==> config.mk <==
export PLATFORM = sky130hd
export DESIGN_NAME = spart_ctrl
export DESIGN_NICKNAME = d
export VERILOG_FILES = /design/src/rtl/spart_ctrl.sv
export SDC_FILE = /design/constraint.sdc
export NUM_CORES = 1
export LEC_CHECK = 0
export ABC_CLOCK_PERIOD_IN_PS = 7900
export BUFFER_PORTS_ARGS = -buffer_cell sky130_fd_sc_hd__buf_2
export CAP_MARGIN = 25
export CORE_MARGIN = 5
export CORE_UTILIZATION = 63
export DETAILED_ROUTE_END_ITERATION = 8
export PLACE_DENSITY = 0.85
export SETUP_SLACK_MARGIN = 0.1
export SYNTH_ARGS = -nofsm -noshare
export SYNTH_HDL_FRONTEND = slang
export SYNTH_SLANG_ARGS = --single-unit
==> constraint.sdc <==
create_clock -name clk -period 7.9 [get_ports clk]
set_input_delay 0 -clock clk [delete_from_list [all_inputs] [get_ports clk]]
set_output_delay 0 -clock clk [all_outputs]
set_load 0.02 [all_outputs]
==> src/rtl/spart_ctrl.sv <==
// Bus-side controller for the SPART UART: register decode, baud-rate strobe,
// one-byte RX buffer and TX holding register. Optional loopback: SPART_CTRL_LOOPBACK_EN.
module spart_ctrl #(
    parameter logic [15:0] DEFAULT_DIV = 16'd325
) (
    input  logic       clk,
    input  logic       rst,
    input  logic       iocs,
    input  logic       iorw,
    input  logic [1:0] ioaddr,
    input  logic [7:0] wr_data,
    output logic [7:0] rd_data,
    output logic       brg_en,
    input  logic       rx_rdy,
    input  logic [7:0] rx_data,
    output logic       clr_rdy,
    input  logic       tx_busy,
    output logic       tx_start,
    output logic [7:0] tx_data
);

    typedef enum logic [1:0] {
        TX_EMPTY = 2'd0,
        TX_FULL  = 2'd1,
        TX_START = 2'd2,
        TX_GUARD = 2'd3
    } tx_state_t;

    tx_state_t   tx_state_r;
    logic [7:0]  tx_hold_r;
    logic [15:0] div_r;
    logic [15:0] cnt_r;
    logic        rx_rdy_q_r;
    logic [7:0]  rx_buf_r;
    logic        rbr_r;
    logic        rx_ovr_r;
    logic        tx_ovr_r;

    logic        rd_s;
    logic        wr_s;
    logic        rd0_s;
    logic        wr0_s;
    logic        wr1_s;
    logic        wr2_s;
    logic        wr3_s;
    logic        tbr_s;
    logic        lb_s;
    logic        ext_rise_s;
    logic        cap_ext_s;
    logic        cap_lb_s;
    logic        cap_s;
    logic [7:0]  cap_byte_s;
    logic [7:0]  status_s;
    logic [15:0] div_lo_wr_s;
    logic [15:0] div_hi_wr_s;

    // Bus access decode and capture-source selection
    always_comb begin
        rd_s        = iocs & iorw;
        wr_s        = iocs & ~iorw;
        rd0_s       = rd_s & (ioaddr == 2'd0);
        wr0_s       = wr_s & (ioaddr == 2'd0);
        wr1_s       = wr_s & (ioaddr == 2'd1);
        wr2_s       = wr_s & (ioaddr == 2'd2);
        wr3_s       = wr_s & (ioaddr == 2'd3);
        tbr_s       = (tx_state_r == TX_EMPTY);
        ext_rise_s  = rx_rdy & ~rx_rdy_q_r;
        cap_ext_s   = ext_rise_s & ~lb_s;
        cap_lb_s    = (tx_state_r == TX_START) & lb_s;
        cap_s       = cap_ext_s | cap_lb_s;
        if (cap_lb_s) begin
            cap_byte_s = tx_hold_r;
        end else begin
            cap_byte_s = rx_data;
        end
        status_s    = {lb_s, 3'b000, tx_ovr_r, rx_ovr_r, tbr_s, rbr_r};
        div_lo_wr_s = {div_r[15:8], wr_data};
        div_hi_wr_s = {wr_data, div_r[7:0]};
    end

`ifdef SPART_CTRL_LOOPBACK_EN
    logic lb_r;

    // Loopback enable, written through bit 7 of the status/clear register
    always_ff @(posedge clk or posedge rst) begin
        if (rst) begin
            lb_r <= 1'b0;
        end else if (wr1_s) begin
            lb_r <= wr_data[7];
        end else begin
            lb_r <= lb_r;
        end
    end

    assign lb_s = lb_r;
`else
    assign lb_s = 1'b0;
`endif

    // Baud generator: a divisor write always reloads, taking priority over expiry
    always_ff @(posedge clk or posedge rst) begin
        if (rst) begin
            div_r  <= DEFAULT_DIV;
            cnt_r  <= DEFAULT_DIV - 16'd1;
            brg_en <= 1'b0;
        end else if (wr2_s) begin
            div_r  <= div_lo_wr_s;
            cnt_r  <= div_lo_wr_s - 16'd1;
            brg_en <= 1'b0;
        end else if (wr3_s) begin
            div_r  <= div_hi_wr_s;
            cnt_r  <= div_hi_wr_s - 16'd1;
            brg_en <= 1'b0;
        end else if (div_r == 16'd0) begin
            cnt_r  <= cnt_r;
            brg_en <= 1'b0;
        end else if (cnt_r == 16'd0) begin
            cnt_r  <= div_r - 16'd1;
            brg_en <= 1'b1;
        end else begin
            cnt_r  <= cnt_r - 16'd1;
            brg_en <= 1'b0;
        end
    end

    // Transmit sequencer with registered launch strobe and data
    always_ff @(posedge clk or posedge rst) begin
        if (rst) begin
            tx_state_r <= TX_EMPTY;
            tx_hold_r  <= 8'h00;
            tx_start   <= 1'b0;
            tx_data    <= 8'h00;
        end else begin
            case (tx_state_r)
                TX_EMPTY: begin
                    tx_start <= 1'b0;
                    if (wr0_s) begin
                        tx_hold_r  <= wr_data;
                        tx_state_r <= TX_FULL;
                    end else begin
                        tx_state_r <= TX_EMPTY;
                    end
                end
                TX_FULL: begin
                    if (!tx_busy) begin
                        tx_state_r <= TX_START;
                        tx_start   <= ~lb_s;
                        if (!lb_s) begin
                            tx_data <= tx_hold_r;
                        end else begin
                            tx_data <= tx_data;
                        end
                    end else begin
                        tx_state_r <= TX_FULL;
                        tx_start   <= 1'b0;
                    end
                end
                TX_START: begin
                    tx_start   <= 1'b0;
                    tx_state_r <= TX_GUARD;
                end
                TX_GUARD: begin
                    tx_start   <= 1'b0;
                    tx_state_r <= TX_EMPTY;
                end
                default: begin
                    tx_start   <= 1'b0;
                    tx_state_r <= TX_EMPTY;
                end
            endcase
        end
    end

    // Receive capture and overrun/status flags; a set always beats a W1C clear
    always_ff @(posedge clk or posedge rst) begin
        if (rst) begin
            rx_rdy_q_r <= 1'b0;
            clr_rdy    <= 1'b0;
            rx_buf_r   <= 8'h00;
            rbr_r      <= 1'b0;
            rx_ovr_r   <= 1'b0;
            tx_ovr_r   <= 1'b0;
        end else begin
            rx_rdy_q_r <= rx_rdy;
            clr_rdy    <= ext_rise_s;
            if (cap_s) begin
                rx_buf_r <= cap_byte_s;
                rbr_r    <= 1'b1;
            end else if (rd0_s) begin
                rbr_r    <= 1'b0;
            end else begin
                rbr_r    <= rbr_r;
            end
            // A read of the old byte in the capture cycle consumes it, so no overrun
            if (cap_s && rbr_r && !rd0_s) begin
                rx_ovr_r <= 1'b1;
            end else if (wr1_s && wr_data[2]) begin
                rx_ovr_r <= 1'b0;
            end else begin
                rx_ovr_r <= rx_ovr_r;
            end
            if (wr0_s && !tbr_s) begin
                tx_ovr_r <= 1'b1;
            end else if (wr1_s && wr_data[3]) begin
                tx_ovr_r <= 1'b0;
            end else begin
                tx_ovr_r <= tx_ovr_r;
            end
        end
    end

    // Registered read port; holds its value between reads
    always_ff @(posedge clk or posedge rst) begin
        if (rst) begin
            rd_data <= 8'h00;
        end else if (rd_s) begin
            case (ioaddr)
                2'd0:    rd_data <= rx_buf_r;
                2'd1:    rd_data <= status_s;
                2'd2:    rd_data <= div_r[7:0];
                2'd3:    rd_data <= div_r[15:8];
                default: rd_data <= 8'h00;
            endcase
        end else begin
            rd_data <= rd_data;
        end
    end

endmodule

==> insert_results.sql, run 1 <==
INSERT INTO impl_metrics (metric_group, metric, value, unit) VALUES
('detailed_routing', 'avgViaCountPerCell', '6.451', ''),
('yosys', 'post_synthesis_adder_cell_area_fraction', '0.3265', '%'),
('floorplan', 'floorplan.io_pins', '43', ''),
('floorplan', 'floorplan.initialDensity', '64.73', '%'),
('timing', 'finalHoldWorstSlack', '0.07462', 'ns'),
('yosys', 'synth_mux_area_share', '12.50', '%'),
('detailed_routing', 'wire_per_inst', '19.59', 'um'),
('grt', 'initial_antenna_violation_count', '0', ''),
('detailed_routing', 'tritonroute_pass_1_iters', '6', ''),
('clock_network', 'cts_tree', 'done', ''),
('worst_setup_path', 'cp-start-kind', 'flop', ''),
('yosys', 'post_synthesis_cell_type_with_the_largest_combined_area', 'sky130_fd_sc_hd__dfrtp_1', ''),
('clock_network', 'clockBufferDepth', '2', ''),
('timing', 'timing_max_transition_violations_final', '0', ''),
('clock_network', 'numCtsBuffers', '9', ''),
('yosys', 'synth_area', '3832', 'sq um'),
('worst_setup_path', 'worst_ep_arrival_time', '3.17', 'ns'),
('yosys', 'ys_dominant_reg_cell', 'sky130_fd_sc_hd__dfrtp_1', ''),
('power_and_ir_drop', 'pwr-share-clk', '24.0', '%'),
('power_and_ir_drop', 'p_per_area', '290.5', 'nW/um^2'),
('timing', 'setup_repair_after_global_routing_missed_its_margin', 'false', ''),
('clock_network', 'post_cts_hold_buffer_count', '19', ''),
('timing', 'tightest_slew_margin_relative_to_the_limit', '40.46', '%'),
('yosys', 'seq_total_area_yosys', '47.89', '%'),
('worst_setup_path', 'path_cells', 'or4_4 -> nor4_2 -> a21oi_1 -> o21ai_1 -> ha_1 -> nand3_1 -> o31a_1 -> o31ai_1', ''),
('worst_setup_path', 'worst-setup-path-type', 'flop to flop', ''),
('yosys', 'post_synth_xor_area_fraction', '0.9141', '%'),
('hold_path', 'timing.hold.worst.class', 'primary input to flop', ''),
('timing', 'max_freq', '344.1', 'MHz'),
('grt', 'grtUsageMet3', '4.798', '%'),
('grt', 'grt_pass1_wl', '16600', 'um'),
('yosys', 'synth_simple_gate_area_share', '20.01', '%'),
('outcome', 'outcome', 'finished, final reports clean', ''),
('yosys', 'dominant_combinational_cell_family_by_area_after_synthesis', 'simple AND/OR/NAND/NOR gates', ''),
('grt', 'global_route.peak_usage_layer', 'met2', ''),
('yosys', 'yosysTopAreaCellShare', '43.10', '%'),
('timing', 'finalSetupViolCount', '0', ''),
('cells_and_area', 'final.fill_count', '378', ''),
('detailed_routing', 'antenna_violating_nets_post_route', '0', ''),
('timing', 'post-route-period-util', '36.78', '%'),
('cells_and_area', 'area_growth', '16.81', '%'),
('timing', 'tightest_slew', '0.8930', 'ns'),
('floorplan', 'fp-row-count', '28', ''),
('grt', 'grt.overflow.total', '0', ''),
('detailed_routing', 'remaining_drc_errors', '0', ''),
('placed_design', 'dp_hpwl', '6558', 'um'),
('grt', 'maximum_number_of_pins_on_one_net_before_global_route_repair', '74', ''),
('cells_and_area', 'ratio_of_cells_with_drive_above_1_in_the_final_layout', '28.31', '%'),
('timing', 'fin_tns_setup', '0', 'ns'),
('timing', 'finClkSkew', '0.009788', 'ns'),
('worst_setup_path', 'ff2ff_setup_slack', '4.99', 'ns'),
('floorplan', 'die_area', '7743', 'sq um'),
('floorplan', 'fp.coreArea', '5921', 'sq um'),
('floorplan', 'die-height', '88.00', 'um'),
('worst_setup_path', 'crit_path_max_incr_delay', '0.56', 'ns'),
('clock_network', 'cts_post_setup_buffers_inserted', '0', ''),
('yosys', 'postSynthCellCount', '370', ''),
('power_and_ir_drop', 'power.net_switching', '0.0004596', 'W'),
('power_and_ir_drop', 'power.ir.vdd_worst', '226.7', 'uV'),
('clock_network', 'cts.root.buffer_cell', 'sky130_fd_sc_hd__clkbuf_8', ''),
('worst_setup_path', 'critPathRequiredTime', '8.16', 'ns'),
('cells_and_area', 'layout.cells.most_common_list', 'sky130_fd_sc_hd__nand2_1 (83), sky130_fd_sc_hd__dfrtp_1 (66), sky130_fd_sc_hd__buf_2 (42)', ''),
('yosys', 'ys_warn_count', '0', ''),
('detailed_routing', 'routed_wirelength', '9915', 'um'),
('yosys', 'ys_top_cells_by_area', 'sky130_fd_sc_hd__dfrtp_1 (43%), sky130_fd_sc_hd__mux2_2 (8.5%), sky130_fd_sc_hd__nand2_1 (8.1%)', ''),
('yosys', 'synth-compound-area-share', '15.31', '%'),
('placed_design', 'port_buffers', '42', ''),
('power_and_ir_drop', 'sw_ratio', '35.34', '%'),
('run', 'maxCapViolCount', '0', ''),
('yosys', 'average_instance_area_after_synthesis', '10.36', 'sq um'),
('detailed_routing', 'detailroute.via_count', '3264', '');
[through the flow]
step | area (sq um) | util (%) | setup WS [ns] | instances | power, W
6_report | 4477 | 75.61 | 4.994 | 506 | 0.001300
5_1_grt | 4477 | 75.61 | 4.867 | 506 | 0.001369
4_1_cts | 4477 | 75.61 | 5.033 | 506 | 0.001296
3_5_place_dp | 4076 | 68.85 | 5.058 | 471 | 0.0009775
3_3_place_gp | 4076 | 68.85 | 5.066 | 471 | 0.0009578
2_1_floorplan | 3832 | - | 5.257 | 370 | 0.0008563
[power by group through the flow]
stage / clock, W / combinational (W) / sequential [W]
6_report: 0.000313 / 0.000410 / 0.000578
5_1_grt: 0.000330 / 0.000449 / 0.000590
4_1_cts: 0.000314 / 0.000408 / 0.000575
3_5_place_dp: 0 / 0.000397 / 0.000581
3_3_place_gp: 0 / 0.000384 / 0.000574
2_1_floorplan: 0 / 0.000264 / 0.000592
[cells in the mapped netlist, types with 4 or more instances]
cell / count
sky130_fd_sc_hd__a21oi_1: 7
sky130_fd_sc_hd__a22oi_1: 5
sky130_fd_sc_hd__a31oi_1: 6
sky130_fd_sc_hd__and3_1: 7
sky130_fd_sc_hd__and4_1: 6
sky130_fd_sc_hd__clkbuf_1: 12
sky130_fd_sc_hd__dfrtp_1: 66
sky130_fd_sc_hd__dfstp_2: 7
sky130_fd_sc_hd__inv_1: 4
sky130_fd_sc_hd__mux2_2: 29
sky130_fd_sc_hd__mux2i_1: 4
sky130_fd_sc_hd__mux4_2: 4
sky130_fd_sc_hd__nand2_1: 83
sky130_fd_sc_hd__nand2b_1: 5
sky130_fd_sc_hd__nand3_1: 6
sky130_fd_sc_hd__nand4_1: 4
sky130_fd_sc_hd__nor2_1: 13
sky130_fd_sc_hd__nor3_1: 8
sky130_fd_sc_hd__nor4_1: 4
sky130_fd_sc_hd__o21ai_0: 10
sky130_fd_sc_hd__o21ai_1: 5
sky130_fd_sc_hd__o31ai_1: 4
sky130_fd_sc_hd__o31ai_4: 4
sky130_fd_sc_hd__o32a_1: 4
[cells by family after synthesis]
| family | Yosys count |
|---|---|
| AO/OA/AOI/OAI | 71 |
| XOR/XNOR | 4 |
| flip-flops | 73 |
| adder cells (fa/ha/maj) | 1 |
| AND/OR/NAND/NOR | 156 |
| multiplexers | 39 |
| buffers and inverters | 26 |
[routing by layer]
metal | share of wire, % | vias up
li1 | - | 1456
met1 | 40 | 1581
met2 | 49 | 190
met3 | 8.4 | 37
met4 | 3.4 | 0
met5 | 0 | -
[final cells by class]
| cell class | count | area, sq um | share of cell area, % |
|---|---|---|---|
| Multi-Input combinational cell | 271 | 1881 | 42.01 |
| Clock buffer | 10 | 137.6 | 3.074 |
| Clock inverter | 6 | 72.57 | 1.621 |
| Inverter | 5 | 18.77 | 0.4192 |
| Sequential cell | 73 | 1836 | 41.00 |
| Tap cell | 75 | 93.84 | 2.096 |
| Timing Repair Buffer | 66 | 437.9 | 9.782 |
[sequential cells by signal, summed over array words and instances, names as in the netlist, 8 cells and up, named ones only]
name	count
cnt_r	16
div_r	16
rd_data	8
rx_buf_r	8
tx_data	8
tx_hold_r	8
[final timing paths]
kind / start / end / cells past startpoint
max in group asynchronous: rst / rd_data[7]$_DFFE_PP0P_ / 4
min in group asynchronous: rst / tx_hold_r[3]$_DFFE_PP0P_ / 4
worst max-delay path: cnt_r[11]$_DFFE_PP0P_ / cnt_r[14]$_DFFE_PP0P_ / 8
worst min register to register: rd_data[6]$_DFFE_PP0P_ / rd_data[6]$_DFFE_PP0P_ / 2
worst min-delay path: iorw / tx_ovr_r$_DFFE_PP0P_ / 5
worst max register to register: cnt_r[11]$_DFFE_PP0P_ / cnt_r[14]$_DFFE_PP0P_ / 8
[critical path: cells and delay by family, from the launching register on]
family                     cells  cell delay (ns)
AOI/OAI and AO/OA              4             1.02
and+or+nand+nor                3             1.07
DFF                            1             0.41
adders and majority gates      1             0.30
No activity file was read; power rests on OpenSTA's default activity.
==> run 2, diff against run 1 <==
- ABC_CLOCK_PERIOD_IN_PS: 7900 -> 2500
- CORE_UTILIZATION: 63 -> 53
- PLACE_DENSITY: 0.85 -> 0.76
- clock period: 7.9 -> 2.5 ns (I/O delays scaled with it)
==> insert_results.sql, run 2 (synthesis results as in run 1) <==
INSERT INTO impl_metrics (metric_group, metric, value, unit) VALUES
('worst_setup_path', 'worst_ep_arrival_time', '3.08', 'ns'),
('worst_setup_path', 'critPathRequiredTime', '2.76', 'ns'),
('timing', 'tightest_slew_margin_relative_to_the_limit', '49.31', '%'),
('detailed_routing', 'detailroute.via_count', '3573', ''),
('power_and_ir_drop', 'power.ir.vdd_worst', '567.8', 'uV'),
('worst_setup_path', 'critical_path.reg2reg.endpoint', 'cnt_r[13]$_DFFE_PP0P_', ''),
('timing', 'post-route-period-util', '112.7', '%'),
('timing', 'finalWorstPathRequiredPeriod', '2.818', 'ns'),
('grt', 'vias_in_the_first_global_route', '3605', ''),
('timing', 'tightest_slew', '0.7593', 'ns'),
('floorplan', 'fp-row-count', '31', ''),
('worst_setup_path', 'cp-start-kind', 'flop', ''),
('clock_network', 'insertion_delay', '0.37', 'ns'),
('timing', 'fin_ws', '-0.3178', 'ns'),
('timing', 'max_freq', '354.9', 'MHz'),
('power_and_ir_drop', 'leakage_dissipation', '2.370', 'nW'),
('clock_network', 'clockBufferDepth', '2', ''),
('floorplan', 'die_area', '9032', 'sq um'),
('clock_network', 'cts.root.buffer_cell', 'sky130_fd_sc_hd__clkbuf_8', ''),
('cells_and_area', 'ratio_of_cells_with_drive_above_1_in_the_final_layout', '41.80', '%'),
('floorplan', 'floorplan.die.width', '95.04', 'um'),
('floorplan', 'floorplan.initialDensity', '53.70', '%'),
('worst_setup_path', 'endpoint_kind', 'flop', ''),
('cells_and_area', 'stdcell_area', '5160', 'sq um'),
('grt', 'groute.usage.overall', '26.49', '%'),
('clock_network', 'cts_tree', 'done', ''),
('cells_and_area', 'layout.cells.most_common', 'sky130_fd_sc_hd__nand2_1', ''),
('hold_path', 'timing.hold.worst_path_depth', '5', ''),
('timing', 'setup_repair_after_global_routing_missed_its_margin', 'true', ''),
('detailed_routing', 'tritonroute_pass_1_iters', '5', ''),
('clock_network', 'path_clk_slew', '0.09', 'ns'),
('clock_network', 'htree_levels', '3', ''),
('detailed_routing', 'avgViaCountPerCell', '6.087', ''),
('floorplan', 'floorplan.io_pins', '43', ''),
('detailed_routing', 'wire_per_inst', '19.57', 'um'),
('clock_network', 'clkSinkCount', '73', ''),
('timing', 'timing_max_transition_violations_final', '0', ''),
('hold_path', 'timing.hold.worst.class', 'primary input to flop', ''),
('floorplan', 'die-height', '95.04', 'um'),
('hold_path', 'timing.hold.worst_endpoint', 'tx_ovr_r$_DFFE_PP0P_', ''),
('placed_design', 'place_area', '4518', 'sq um'),
('floorplan', 'fp.coreArea', '7137', 'sq um'),
('timing', 'finalSetupViolCount', '14', ''),
('cells_and_area', 'layout.cells.most_common_list', 'sky130_fd_sc_hd__nand2_1 (83), sky130_fd_sc_hd__dfrtp_1 (66), sky130_fd_sc_hd__buf_4 (44)', ''),
('outcome', 'outcome', 'finished, violations left', ''),
('worst_setup_path', 'worstReg2RegStart', 'cnt_r[1]$_DFFE_PP0P_', ''),
('hold_path', 'min-delay-start', 'iorw', ''),
('cells_and_area', 'largestRegisters', 'cnt_r x16, div_r x16', ''),
('grt', 'grt_pass1_wl', '18040', 'um'),
('worst_setup_path', 'worst_r2r_path_depth', '10', ''),
('grt', 'initial_antenna_violation_count', '0', ''),
('worst_setup_path', 'path_max_fanout', '5', ''),
('placed_design', 'dp_hpwl', '7605', 'um'),
('timing', 'finClkSkew', '0.01187', 'ns'),
('detailed_routing', 'remaining_drc_errors', '0', ''),
('placed_design', 'finalWeightedCongestion', '0.9105', ''),
('clock_network', 'numCtsBuffers', '9', ''),
('detailed_routing', 'routed_wirelength', '11490', 'um'),
('grt', 'grt.overflow.total', '0', ''),
('power_and_ir_drop', 'p_per_area', '896.9', 'nW/um^2'),
('worst_setup_path', 'worst-setup-path-type', 'flop to flop', ''),
('cells_and_area', 'area_growth', '34.64', '%'),
('detailed_routing', 'dr.first_iter.drc_count', '353', ''),
('timing', 'finalHoldWorstSlack', '0.06416', 'ns'),
('cells_and_area', 'antennaDiodeCount', '0', ''),
('placed_design', 'port_buffers', '42', ''),
('run', 'maxCapViolCount', '0', ''),
('timing', 'hold_viol_final', '0', ''),
('grt', 'maximum_number_of_pins_on_one_net_before_global_route_repair', '37', ''),
('cells_and_area', 'final_cell_count_no_fill', '587', ''),
('placed_design', 'placed_cells', '545', ''),
('detailed_routing', 'antenna_violating_nets_post_route', '0', ''),
('outcome', 'failed_checks', 'negative setup slack', ''),
('cells_and_area', 'final.fill_count', '497', ''),
('cells_and_area', 'design.final.nets', '508', ''),
('power_and_ir_drop', 'finalPower', '0.004628', 'W'),
('worst_setup_path', 'ff2ff_setup_slack', '-0.32', 'ns');
[run 2: metal layers]
metal / global-route usage, % / part of all wire, % / vias to the layer above
met5: 0 / 0 / -
met2: 43.10 / 49 / 199
met4: 11.90 / 4.8 / 0
li1: - / - / 1577
met1: 33.49 / 38 / 1739
met3: 6.551 / 7.9 / 58
[run 2: worst max-delay path by stage]
stage,start,end,slack [ns],depth (start not counted)
5_1_grt,cnt_r[7]$_DFFE_PP0P_,cnt_r[13]$_DFFE_PP0P_,-0.43,10
2_1_floorplan,cnt_r[6]$_DFFE_PP1P_,cnt_r[12]$_DFFE_PP0P_,-0.13,9
4_1_cts,cnt_r[8]$_DFFE_PP1P_,cnt_r[14]$_DFFE_PP0P_,-0.25,7
6_report,cnt_r[1]$_DFFE_PP0P_,cnt_r[13]$_DFFE_PP0P_,-0.32,10
3_5_place_dp,cnt_r[11]$_DFFE_PP0P_,cnt_r[14]$_DFFE_PP0P_,-0.23,10
3_3_place_gp,cnt_r[6]$_DFFE_PP1P_,cnt_r[12]$_DFFE_PP0P_,-0.17,8
[run 2: power breakdown]
part           switching, W  internal (W)  total [W]
Sequential         0.000249       0.00155    0.00180
Combinational      0.000967       0.00102    0.00198
Clock              0.000478      0.000370   0.000848
Total               0.00169       0.00293    0.00463
[run 2: area by class of cell]
cell class / instances / area [sq um] / area share (%)
repair buffers: 123 / 933.4 / 18.09
inverters: 5 / 18.77 / 0.3637
clock inverters: 6 / 50.05 / 0.9699
well taps: 99 / 123.9 / 2.401
multi-input cells: 271 / 2071 / 40.13
clock buffers: 10 / 127.6 / 2.473
flip-flops and latches: 73 / 1836 / 35.57
[run 2: worst max-delay path, cell delays in order, from the launching register on]
cell and delay (ns):
sky130_fd_sc_hd__dfrtp_1 0.41, sky130_fd_sc_hd__or4_4 0.57, sky130_fd_sc_hd__nor4_4 0.39, sky130_fd_sc_hd__buf_6 0.19, sky130_fd_sc_hd__o32a_1 0.21, sky130_fd_sc_hd__o21ai_4 0.09, sky130_fd_sc_hd__buf_6 0.13, sky130_fd_sc_hd__and4_4 0.19
sky130_fd_sc_hd__buf_6 0.12, sky130_fd_sc_hd__and4_1 0.18, sky130_fd_sc_hd__o31ai_2 0.25
[run 2: through the flow]
step | TNS, ns | util [%] | setup WS [ns]
finish | -3.305 | 72.30 | -0.3178
global route | -4.795 | 72.30 | -0.4304
CTS | -2.014 | 70.90 | -0.2509
detailed placement | -2.237 | 63.31 | -0.2319
global placement | -1.406 | 63.31 | -0.1749
floorplan | -0.6158 | - | -0.1300
[run 2: repair_timing]
| item | CTS | global route |
|---|---|---|
| cloned | 1 | 0 |
| setup buffers | 4 | 3 |
| hold buffers | 19 | 0 |
| pin swaps | 18 | 18 |
| resized for setup | 28 | 18 |
| setup endpoints to repair | 14 | 15 |
| endpoints found under the hold margin | 62 | 0 |
